--- src/rtl/cpu_pkg.sv ---
// Shared definitions for the 16-bit CPU control path.
// Opcodes, ALU codes, FSM states and branch conditions.
package cpu_pkg;

    localparam logic [3:0] OP_LDI  = 4'h8;
    localparam logic [3:0] OP_ADDI = 4'h9;
    localparam logic [3:0] OP_LD   = 4'hA;
    localparam logic [3:0] OP_ST   = 4'hB;
    localparam logic [3:0] OP_JMP  = 4'hC;
    localparam logic [3:0] OP_BR   = 4'hD;
    localparam logic [3:0] OP_JR   = 4'hE;
    localparam logic [3:0] OP_HLT  = 4'hF;

    localparam logic [3:0] ALU_ADD    = 4'h0;
    localparam logic [3:0] ALU_PASS_T = 4'hF;

    localparam logic [3:0] BR_AL = 4'h0;
    localparam logic [3:0] BR_Z  = 4'h1;
    localparam logic [3:0] BR_NZ = 4'h2;
    localparam logic [3:0] BR_C  = 4'h3;
    localparam logic [3:0] BR_NC = 4'h4;
    localparam logic [3:0] BR_N  = 4'h5;
    localparam logic [3:0] BR_NN = 4'h6;
    localparam logic [3:0] BR_V  = 4'h7;
    localparam logic [3:0] BR_NV = 4'h8;

    typedef enum logic [2:0] {
        S_FETCH,
        S_DECODE,
        S_EXEC,
        S_MEM,
        S_WB,
        S_HALT
    } state_t;

    typedef struct packed {
        logic z;
        logic c;
        logic n;
        logic v;
    } flags_t;

    function automatic logic [15:0] sext4(input logic [3:0] x);
        return {{12{x[3]}}, x};
    endfunction

    function automatic logic [15:0] sext8(input logic [7:0] x);
        return {{8{x[7]}}, x};
    endfunction

    function automatic logic [15:0] sext12(input logic [11:0] x);
        return {{4{x[11]}}, x};
    endfunction

endpackage

--- src/rtl/branch_cond.sv ---
// Branch condition evaluator.
// Maps a 4-bit condition code and latched flags to taken.
import cpu_pkg::*;

module branch_cond (
    input  logic [3:0] cond,
    input  flags_t     flags,
    output logic       taken
);

    // Codes 9..15 are reserved and never taken.
    always_comb begin
        taken = 1'b0;
        case (cond)
            BR_AL:   taken = 1'b1;
            BR_Z:    taken = flags.z;
            BR_NZ:   taken = ~flags.z;
            BR_C:    taken = flags.c;
            BR_NC:   taken = ~flags.c;
            BR_N:    taken = flags.n;
            BR_NN:   taken = ~flags.n;
            BR_V:    taken = flags.v;
            BR_NV:   taken = ~flags.v;
            default: taken = 1'b0;
        endcase
    end

endmodule

--- src/rtl/control_unit.sv ---
// Multi-cycle fetch/decode/execute controller.
// Owns PC, IR, flags and the shared memory port.
import cpu_pkg::*;

module control_unit #(
    parameter logic [15:0] RESET_PC = 16'h0000
) (
    input  logic        clk,
    input  logic        rst,
    input  logic [15:0] mem_rdata,
    input  logic        mem_ack,
    input  logic        fZ,
    input  logic        fC,
    input  logic        fN,
    input  logic        fV,
    input  logic [15:0] rout,
    output logic        mem_req,
    output logic        mem_we,
    output logic [15:0] mem_addr,
    output logic [15:0] mem_wdata,
    output logic        wen,
    output logic [3:0]  selRd,
    output logic [3:0]  selRs,
    output logic [3:0]  selRt,
    output logic [3:0]  aluOp,
    output logic [15:0] t,
    output logic        selT,
    output logic        halted,
    output logic [15:0] pc
);

    state_t      state;
    state_t      nxt;
    logic [15:0] ir;
    logic [15:0] addr;
    logic [15:0] ldata;
    flags_t      flg;
    logic        taken;

    logic [3:0]  op;
    logic [3:0]  rd;
    logic [3:0]  rs;
    logic [3:0]  rt;
    logic [7:0]  imm8;
    logic [11:0] imm12;

    logic        is_rtype;
    logic        is_ldi;
    logic        is_addi;
    logic        is_mem;
    logic        is_st;
    logic        is_hlt;

    assign op    = ir[15:12];
    assign rd    = ir[11:8];
    assign rs    = ir[7:4];
    assign rt    = ir[3:0];
    assign imm8  = ir[7:0];
    assign imm12 = ir[11:0];

    assign is_rtype = ~op[3];
    assign is_ldi   = (op == OP_LDI);
    assign is_addi  = (op == OP_ADDI);
    assign is_mem   = (op == OP_LD) || (op == OP_ST);
    assign is_st    = (op == OP_ST);
    assign is_hlt   = (op == OP_HLT);

    branch_cond u_br (
        .cond  (rd),
        .flags (flg),
        .taken (taken)
    );

    // Architectural state: FSM, PC, IR, flags, LD/ST address, load data.
    always_ff @(posedge clk or negedge rst) begin
        if (!rst) begin
            state <= S_FETCH;
            pc    <= RESET_PC;
            ir    <= '0;
            flg   <= '0;
            addr  <= '0;
            ldata <= '0;
        end else begin
            state <= nxt;
            case (state)
                S_FETCH: begin
                    if (mem_ack) begin
                        ir <= mem_rdata;
                        pc <= pc + 16'd1;
                    end
                end
                S_EXEC: begin
                    if (is_rtype || is_addi)
                        flg <= '{z: fZ, c: fC, n: fN, v: fV};
                    if (op == OP_JMP)
                        pc <= pc + sext12(imm12);
                    if (op == OP_BR && taken)
                        pc <= pc + sext8(imm8);
                    if (op == OP_JR)
                        pc <= rout;
                    if (is_mem)
                        addr <= rout;
                end
                S_MEM: begin
                    if (mem_ack && !is_st)
                        ldata <= mem_rdata;
                end
                default: ;
            endcase
        end
    end

    // Next state and datapath/memory controls; all quiet while in reset.
    always_comb begin
        nxt       = state;
        mem_req   = 1'b0;
        mem_we    = 1'b0;
        mem_addr  = pc;
        mem_wdata = '0;
        wen       = 1'b0;
        selRd     = rd;
        selRs     = rs;
        selRt     = rt;
        aluOp     = ALU_ADD;
        t         = '0;
        selT      = 1'b0;
        halted    = 1'b0;
        if (rst) begin
            case (state)
                S_FETCH: begin
                    mem_req = 1'b1;
                    if (mem_ack)
                        nxt = S_DECODE;
                end
                S_DECODE: nxt = S_EXEC;
                S_EXEC: begin
                    nxt = S_FETCH;
                    unique case (1'b1)
                        is_rtype: begin
                            wen   = 1'b1;
                            aluOp = {1'b0, op[2:0]};
                        end
                        is_ldi: begin
                            wen   = 1'b1;
                            selT  = 1'b1;
                            t     = {8'h00, imm8};
                            aluOp = ALU_PASS_T;
                        end
                        is_addi: begin
                            wen  = 1'b1;
                            selT = 1'b1;
                            t    = sext4(rt);
                        end
                        is_mem: nxt = S_MEM;
                        is_hlt: nxt = S_HALT;
                        default: ;
                    endcase
                end
                S_MEM: begin
                    mem_req  = 1'b1;
                    mem_addr = addr;
                    if (is_st) begin
                        mem_we    = 1'b1;
                        selRs     = rd;
                        mem_wdata = rout;
                    end
                    if (mem_ack)
                        nxt = is_st ? S_FETCH : S_WB;
                end
                S_WB: begin
                    wen   = 1'b1;
                    selT  = 1'b1;
                    t     = ldata;
                    aluOp = ALU_PASS_T;
                    nxt   = S_FETCH;
                end
                S_HALT: halted = 1'b1;
                default: nxt = S_FETCH;
            endcase
        end
    end

endmodule

--- config.mk ---
export PLATFORM = sky130hd
export DESIGN_NAME = control_unit
export DESIGN_NICKNAME = d
export VERILOG_FILES = /design/src/rtl/cpu_pkg.sv /design/src/rtl/branch_cond.sv /design/src/rtl/control_unit.sv
export SDC_FILE = /design/constraint.sdc
export NUM_CORES = 1
export LEC_CHECK = 0
export BUFFER_PORTS_ARGS = -buffer_cell sky130_fd_sc_hd__buf_2
export CORE_MARGIN = 8
export CORE_UTILIZATION = 58
export DETAILED_ROUTE_END_ITERATION = 8
export PLACE_DENSITY = 0.95
export SETUP_SLACK_MARGIN = 0.3
export SLEW_MARGIN = 15
export SYNTH_ARGS = -nofsm -noshare
export SYNTH_HDL_FRONTEND = slang
export SYNTH_SLANG_ARGS = --single-unit
--- constraint.sdc ---
create_clock -name clk -period 10.3 [get_ports clk]
set_input_delay 3.09 -clock clk [delete_from_list [all_inputs] [get_ports clk]]
set_output_delay 3.09 -clock clk [all_outputs]
set_load 0.01 [all_outputs]
==> impl_metrics.tcl, run 1 <==
set metrics [dict create \
    place_congestion 0.883 \
    status "finished, final reports clean" \
    period_minus_slack_ns 8.55 \
    dieArea_sq_um 11700 \
    cts_buffer_depth 2 \
    clock-root-buffer "clkbuf_8" \
    fp.dieH_microns 108 \
    drive_above_1_share_pct 35.4 \
    final_area_sq_um 5740 \
    die_width_microns 108 \
    setup_tns_ns 0 \
    tightest_slew_ns 0.990 \
    synth_edf_count 0 \
    grt_max_degree 75 \
    dr.pass1.iters 5 \
    vias_per_cell 6.44 \
    syn_area_sq_um 4940 \
    drt-wirelength-per-cell_microns 20.2 \
    rsz0062_at_grt "false" \
    cp_slowest_cell "buf_4" \
    start_kind "primary input" \
    final_common_cell "buf_2" \
    seq_area_frac_synth_pct 35.9 \
    nFillCells 621 \
    port_buffers 123 \
    clock_sinks 71 \
    place_area_sq_um 5540 \
    clk_pin_slew_ns 0.08 \
    drv_cap 0 \
    synth_seq_cells 71 \
    power_w 0.00197 \
    yosys-top-cells-area "dfrtp_1, mux2_2, a21oi_1" \
    cpPeakStageDelay_ns 0.74 \
    drc 0 \
    reg2reg_slack_ns 6.22 \
    synth.avg_cell_area_sq_um 9.26 \
    via_count 4807 \
    nNetsFinal 693 \
    ys_warn_count 0 \
    crit_fanout 74 \
    ff2ff_path_depth 12 \
    crit_type "primary input to primary output" \
    irDropWorstVdd_mv 0.167 \
    synth_cells 534 \
    design.core.area_sq_um 8260 \
    io_pins 124 \
    postRouteAntennaNets 0 \
    postCtsSetupRepairBufs 0 \
    slew_headroom_pct 33.8 \
    setup_viol 0 \
    grt_overflow 0 \
    grt_pass1_vias 4852 \
    grt_use_total_pct 25.6 \
    synth_nets 591 \
    htree_levels 3 \
    drv_slew 0 \
    drtIter0Drc 379 \
    numCtsBuffers 9 \
    crit_arrival_ns 5.46 \
    worst_clock_skew_ns 0.00951 \
    num_rows 33 \
    antenna_found_initial 1 \
    hpwl_mm 10.9 \
    hold-path-cell-count 1 \
    ys_types 62 \
    synth_ff_type "dfrtp_1" \
    antennaDiodeCount 0 \
    min_period_over_period_pct 83.0 \
    clk_latency_ns 0.36 \
    worstHoldPathType "flip-flop to flip-flop" \
    fmax_mhz 117 \
    grt_pass1_wl_mm 24.0 \
    final_hold_viol_count 0 \
    worstPathRequired_ns 7.21 \
    leakagePower_nw 2.70 \
    dpl.cell_count 730 \
    final_cell_mix "buf_2, mux2_2, dfrtp_1" \
    path_cells "buf_2, buf_4, inv_1, nor2_1, o21ai_0, nor2_1, buf_2" \
    cts_resized 0 \
    cp-end-kind "primary output" \
    pwr_density_cell_nw_per_um2 344 \
    synth.top_cell.area_share_pct 35.9 \
    area_delta_synth_final_pct 16.1 \
    yosys.area.top_type "dfrtp_1" \
    postCtsHoldBufs 0 \
    start_util_pct 59.8 \
    routed_wl_mm 15.1 \
    async_reset_ff_share_pct 100 \
    cts_tree "built" \
    fin_cells 746 \
]
[layer usage]
| metal | GRT usage [%] | routed length (microns) |
|---|---|---|
| met1 | 30.2 | 5780 |
| met2 | 42.6 | 7500 |
| met3 | 6.84 | 1290 |
| met4 | 12.3 | 512 |
| met5 | 0 | 15 |
[synth_stat cells, types with 4 or more instances]
cell type and count:
nor4_1 5, nor2b_1 9, a21oi_1 43, nand3_1 13
a31oi_1 5, nand2_1 37, o31ai_1 4, buf_6 4
xor2_1 4, dfrtp_1 71, nor3_1 11, and3_1 5
mux2_2 72, and2_1 17, xnor2_1 6, ha_1 17
a22oi_1 4, o211ai_1 7, nor2_1 51, o21ai_0 36
mux2i_1 4, a221oi_1 4, a21o_1 9, inv_1 14
clkbuf_1 23, buf_4 8
[per-stage QoR]
stage	hold slack (ns)	util [%]	setup slack [ns]
2_1_floorplan	0.477	-	3.05
4_1_cts	0.511	69.5	1.74
3_3_place_gp	0.485	67.1	1.88
6_report	0.510	69.5	1.75
5_1_grt	0.521	69.5	1.47
3_5_place_dp	0.492	67.1	1.75
[path summary, 6_finish.rpt]
path / from / end
setup / recovery: rst / t[1]
hold / removal: addr[4] / addr[4]
setup reg to reg: ir[8] / pc[15]
hold reg to reg: addr[4] / addr[4]
max in group asynchronous: rst / addr[6]
min in group asynchronous: rst / ldata[2]
[sequential cells by signal (all words and copies together), names as in the netlist]
register	cells
addr	16
ir	16
ldata	16
pc	16
flg	4
state	3
[worst max-delay path, delay by kind of cell]
family                 cells  cell delay, ns
and+or+nand+nor            2            0.45
AOI/OAI and AO/OA          1            0.34
buffers and inverters      4            1.55
[report_power, final]
group | leakage [nW] | switching (W) | internal, W | total [W]
clock | 0.0891 | 0.000117 | 0.000113 | 0.000231
combinational | 1.75 | 0.000626 | 0.000516 | 0.00114
sequential | 0.862 | 0.000191 | 0.000412 | 0.000603
[layout make-up]
| cell class | instances | area, sq um | area share (%) |
|---|---|---|---|
| Sequential cell | 71 | 1780 | 31.0 |
| Timing Repair Buffer | 129 | 661 | 11.5 |
| Multi-Input combinational cell | 411 | 2920 | 50.9 |
| Clock inverter | 6 | 70.1 | 1.22 |
| Inverter | 14 | 52.6 | 0.916 |
| Clock buffer | 10 | 128 | 2.22 |
| Tap cell | 105 | 131 | 2.29 |
[kinds of logic (layout without fill, tap and decap cells)]
logic type	after synthesis	in the layout	synth area share, %
simple gates	165	165	16.2
buf+inv	52	159	5.24
flops	71	71	35.9
xor+xnor	10	10	1.77
compound gates	141	141	18.5
fa+ha+maj	18	18	4.71
mux	77	77	17.7
(Power assumes the default switching activity.)
==> run 2: changes to the inputs <==
Settings changed: CORE_UTILIZATION 58 to 49, PLACE_DENSITY 0.95 to 0.88.
Clock period 10.3 ns to 6.9 ns, I/O delays scaled along.
==> run 2 against run 1 <==
Sequential cell count is the same. Sequential power up 48%. Clock power up 80%. Setup slack worse by 0.68 ns. Count of clock-buffer cells in the layout unchanged. Global-route usage down 3.3 points. Die area rose by 16%. Utilization is 9.7 points lower. Worst hold slack got worse by 0.0030 ns. Register-to-register slack worse by 3.4 ns. Via count decreased by 2.2%. Highest routed layer is now met4.
==> impl_metrics.tcl, run 2 (synthesized netlist as in run 1, its figures left out) <==
set metrics [dict create \
    design.core.area_sq_um 9770 \
    worstHoldPathType "flip-flop to flip-flop" \
    clock-root-buffer "clkbuf_8" \
    min-delay-start "addr[6]" \
    clk_latency_ns 0.36 \
    p_switching_w 0.00136 \
    internal_power_w 0.00163 \
    hold_slack_ns 0.507 \
    worstReg2RegEnd "pc[15]" \
    cts_tree "built" \
    final_common_cell "buf_2" \
    path_cells "buf_2, inv_1, nor2_1, o21ai_0, nor2_1, buf_2" \
    crit_type "primary input to primary output" \
    ff2ff_path_depth 12 \
    fmax_mhz 171 \
    postCtsSetupRepairBufs 0 \
    clk_pin_slew_ns 0.08 \
    worst_clock_skew_ns 0.00977 \
    final_hold_viol_count 0 \
    irDropWorstVdd_mv 0.270 \
    pwr_density_cell_nw_per_um2 511 \
    drtIter0Drc 333 \
    routed_wl_mm 15.0 \
    min_period_over_period_pct 84.5 \
    p_comb_share_pct 56.3 \
    dr.pass1.iters 5 \
    die_width_microns 116 \
    area_delta_synth_final_pct 18.3 \
    crit_start "rst" \
    drv_slew 0 \
    grt_pass1_vias 4897 \
    drive_above_1_share_pct 35.7 \
    grt_max_degree 35 \
    fp.dieH_microns 116 \
    cp_slowest_cell "inv_1" \
    hold-path-cell-count 1 \
    final_area_sq_um 5840 \
    setup_tns_ns 0 \
    slew_headroom_pct 39.2 \
    status "finished, final reports clean" \
    htree_levels 3 \
    cp-end-kind "primary output" \
    power_switching_share_pct 45.6 \
    drc 0 \
    crit_arrival_ns 3.76 \
    r2r_start "ir[8]" \
    hpwl_mm 10.9 \
    crit_fanout 21 \
    place_congestion 0.902 \
    critPathBufInv 3 \
    antenna_found_initial 1 \
    period_minus_slack_ns 5.83 \
    layout_setup_ws_ns 1.07 \
    nNetsFinal 696 \
    rsz0062_at_grt "false" \
    dieArea_sq_um 13600 \
    cpPeakStageDelay_ns 0.40 \
    numCtsBuffers 9 \
    whs_endpoint "addr[6]" \
    setup_viol 0 \
    seqPwrFrac_pct 29.8 \
    place_area_sq_um 5600 \
    grt_use_total_pct 22.4 \
    grt_overflow 0 \
    start_kind "primary input" \
    dpl.cell_count 761 \
    via_count 4699 \
    tightest_slew_ns 0.910 \
    drv_cap 0 \
    leakagePower_nw 2.74 \
    final_cell_mix "buf_2, mux2_2, dfrtp_1" \
    vias_per_cell 6.04 \
    fin_cells 778 \
    place_ws_ns 1.12 \
    cp_top_family "buffers and inverters" \
    num_rows 36 \
    drt-wirelength-per-cell_microns 19.2 \
    clock_sinks 71 \
    cts_resized 0 \
    port_buffers 123 \
    cts_buffer_depth 2 \
    postCtsHoldBufs 0 \
    grt_pass1_wl_mm 24.0 \
    worstPathRequired_ns 4.83 \
    reg2reg_slack_ns 2.80 \
    start_util_pct 50.6 \
    pwr-share-clk_pct 13.9 \
    postRouteAntennaNets 0 \
    io_pins 124 \
]
## run 2: power by group through the flow
stage                     Combinational (W)  Sequential, W  Clock (W)
final                               0.00168       0.000890   0.000416
after global routing                0.00186       0.000918   0.000437
after CTS                           0.00167       0.000880   0.000417
after detailed placement            0.00166       0.000886          0
after global placement              0.00161       0.000872          0
after floorplan                     0.00131       0.000777          0
## run 2: how the worst max path moves through the flow
stage | end | depth (start not counted)
detailed placement | t[2] | 6
global route | t[2] | 6
CTS | t[2] | 6
floorplan | selRs[0] | 4
global placement | selRs[3] | 7
finish | t[2] | 6
## run 2: final cells by class
cell class | count | area [sq um]
fillers | 847 | 3930
multi-input cells | 411 | 2920
flip-flops and latches | 71 | 1780
repair buffers | 132 | 683
well taps | 133 | 166
clock buffers | 10 | 128
clock inverters | 6 | 116
inverters | 14 | 52.6
diodes | 1 | 2.50
## run 2: metal layers
metal  wire [microns]  part of all wire [%]  vias up  track usage (%)
li1                 -                     -     2151                -
met5                0                     0        -                0
met2             7320                    49      238             37.6
met4              583                   3.9        0             11.6
met3             1100                   7.3       50             5.02
met1             5970                    40     2260             26.2
## run 2: per-stage QoR
stage / utilization [%] / total power [W]
after floorplan: - / 0.00209
after global placement: 57.2 / 0.00248
after detailed placement: 57.2 / 0.00254
after CTS: 59.7 / 0.00297
after global routing: 59.8 / 0.00321
final: 59.8 / 0.00299
==> run 3: changes to the inputs <==
Settings changed: CORE_UTILIZATION 49 to 54, PLACE_DENSITY 0.88 to 0.92.
Clock period 6.9 ns to 5.56 ns, I/O delays scaled along.
==> run 3 against run 2 <==
Via count is 0.53% higher. Sequential share of layout area up 0.28 points. Sequential cell count stayed put. Routed wire length is 3.1% lower. Clock skew down 0.0017 ns. Largest cell class unchanged. Sequential power is 24% higher. Setup slack got worse by 0.37 ns. Non-clock buffer count unchanged. Cell count is 3.0% lower. Combinational power is 24% higher. First-iteration DRC count increased by 19%. Worst hold slack got worse by 0.0023 ns.
==> impl_metrics.tcl, run 3 (synthesized netlist as in run 1, its figures left out) <==
set metrics [dict create \
    clk_pin_slew_ns 0.08 \
    postCtsSetupRepairBufs 0 \
    drtIter0Drc 396 \
    pwr_density_cell_nw_per_um2 629 \
    vias_per_cell 6.26 \
    grt.met2_usage_pct 40.1 \
    clock_sinks 71 \
    cts_resized 0 \
    crit_arrival_ns 3.19 \
    drive_above_1_share_pct 35.6 \
    area_delta_synth_final_pct 17.2 \
    cp_top_family "simple AND/OR/NAND/NOR gates" \
    path_common_cell "buf_4" \
    setup_viol 0 \
    hpwl_mm 10.7 \
    numCtsBuffers 9 \
    leakagePower_nw 2.73 \
    grt_max_degree 61 \
    setup_tns_ns 0 \
    clock-root-buffer "clkbuf_8" \
    final_hold_viol_count 0 \
    cp_slowest_cell "nor2_1" \
    critPathBufInv 3 \
    grt_use_total_pct 23.3 \
    min-delay-start "addr[14]" \
    start_util_pct 54.5 \
    crit_type "primary input to primary output" \
    power_w 0.00364 \
    hold-path-cell-count 1 \
    slew_headroom_pct 41.2 \
    place_congestion 0.911 \
    dr.pass1.iters 5 \
    pwr-share-clk_pct 12.8 \
    io_pins 124 \
    rsz0062_at_grt "false" \
    routed_wl_mm 14.5 \
    via_count 4724 \
    drv_slew 0 \
    fmax_mhz 206 \
    start_kind "primary input" \
    grt_pass1_vias 4877 \
    path_cells "buf_4, nand3_1, nor2_1, buf_4, and2_1, buf_2" \
    cp-end-kind "primary output" \
    whs_endpoint "addr[14]" \
    drc 0 \
    dieArea_sq_um 12500 \
    r2r_start "ir[8]" \
    antenna_found_initial 0 \
    final_core_util_pct 63.9 \
    worstPathRequired_ns 3.89 \
    power_switching_share_pct 45.8 \
    seqPwrFrac_pct 30.1 \
    min_period_over_period_pct 87.5 \
    worstHoldPathType "flip-flop to flip-flop" \
    ff2ff_path_depth 13 \
    period_minus_slack_ns 4.86 \
    design.core.area_sq_um 9060 \
    drv_cap 0 \
    fp.dieH_microns 112 \
    worstReg2RegEnd "pc[15]" \
    htree_levels 3 \
    reg2reg_slack_ns 1.59 \
    die_width_microns 112 \
    grt_pass1_wl_mm 23.9 \
    postCtsHoldBufs 0 \
    final_common_cell "buf_2" \
    cts_buffer_depth 2 \
    num_rows 35 \
    grt_overflow 0 \
    grtUsageMet1_pct 27.0 \
    port_buffers 123 \
    status "finished, final reports clean" \
    grt.busiest_layer "met2" \
    crit_fanout 16 \
    clk_latency_ns 0.35 \
    cpPeakStageDelay_ns 0.53 \
    antennaDiodeCount 0 \
    worst_clock_skew_ns 0.00803 \
    postRouteAntennaNets 0 \
    met3_usage_pct 4.55 \
    final_cell_mix "buf_2, mux2_2, dfrtp_1" \
    p_switching_w 0.00167 \
    internal_power_w 0.00198 \
    irDropWorstVdd_mv 0.350 \
    drt-wirelength-per-cell_microns 19.2 \
    tightest_slew_ns 0.880 \
    p_comb_share_pct 57.1 \
    nNetsFinal 696 \
    cts_tree "built" \
]
-- run 3: changes by cell type in the layout (fill, tap and decap cells not counted), sizes merged --
cell	previous run	this run
bufinv	3	2
clkinv	1	2
clkinvlp	0	1
diode	1	0
inv	16	15
-- run 3: per-stage QoR --
step                      hold slack (ns)  cell area (sq um)  worst slack, ns  cells
after CTS                           0.510               5790            0.747    755
after global placement              0.485               5570            0.836    739
final                               0.505               5790            0.697    755
after detailed placement            0.493               5570            0.773    739
after floorplan                     0.477               4940             1.15    534
after global routing                0.521               5790            0.636    755
-- run 3: how the worst max path moves through the flow --
stage | slack [ns] | depth (start not counted) | end | startpoint
global route | 0.64 | 6 | mem_wdata[10] | rst
floorplan | 1.15 | 4 | selRs[0] | rst
CTS | 0.75 | 6 | mem_wdata[10] | rst
global placement | 0.84 | 6 | mem_wdata[13] | rst
detailed placement | 0.77 | 6 | mem_wdata[10] | rst
finish | 0.70 | 6 | mem_wdata[11] | rst
-- run 3: routing by layer --
| layer | part of all wire, % | up-vias |
|---|---|---|
| li1 | - | 2147 |
| met1 | 40 | 2300 |
| met2 | 50 | 228 |
| met3 | 6.4 | 49 |
| met4 | 3.4 | 0 |
| met5 | 0 | - |
-- run 3: layout make-up --
type	instances	area [sq um]
tap	111	139
sequential	71	1780
fill	720	3270
timing repair buffer	132	686
clock inverter	6	93.8
inverter	14	52.6
clock buffer	10	128
multi-input combinational	411	2920
-- run 3: power groups by stage --
stage | logic [W] | clock network [W] | registers (W)
CTS | 0.00207 | 0.000470 | 0.00109
floorplan | 0.00162 | 0 | 0.000964
global placement | 0.00198 | 0 | 0.00108
global route | 0.00230 | 0.000491 | 0.00114
finish | 0.00208 | 0.000466 | 0.00110
detailed placement | 0.00205 | 0 | 0.00110
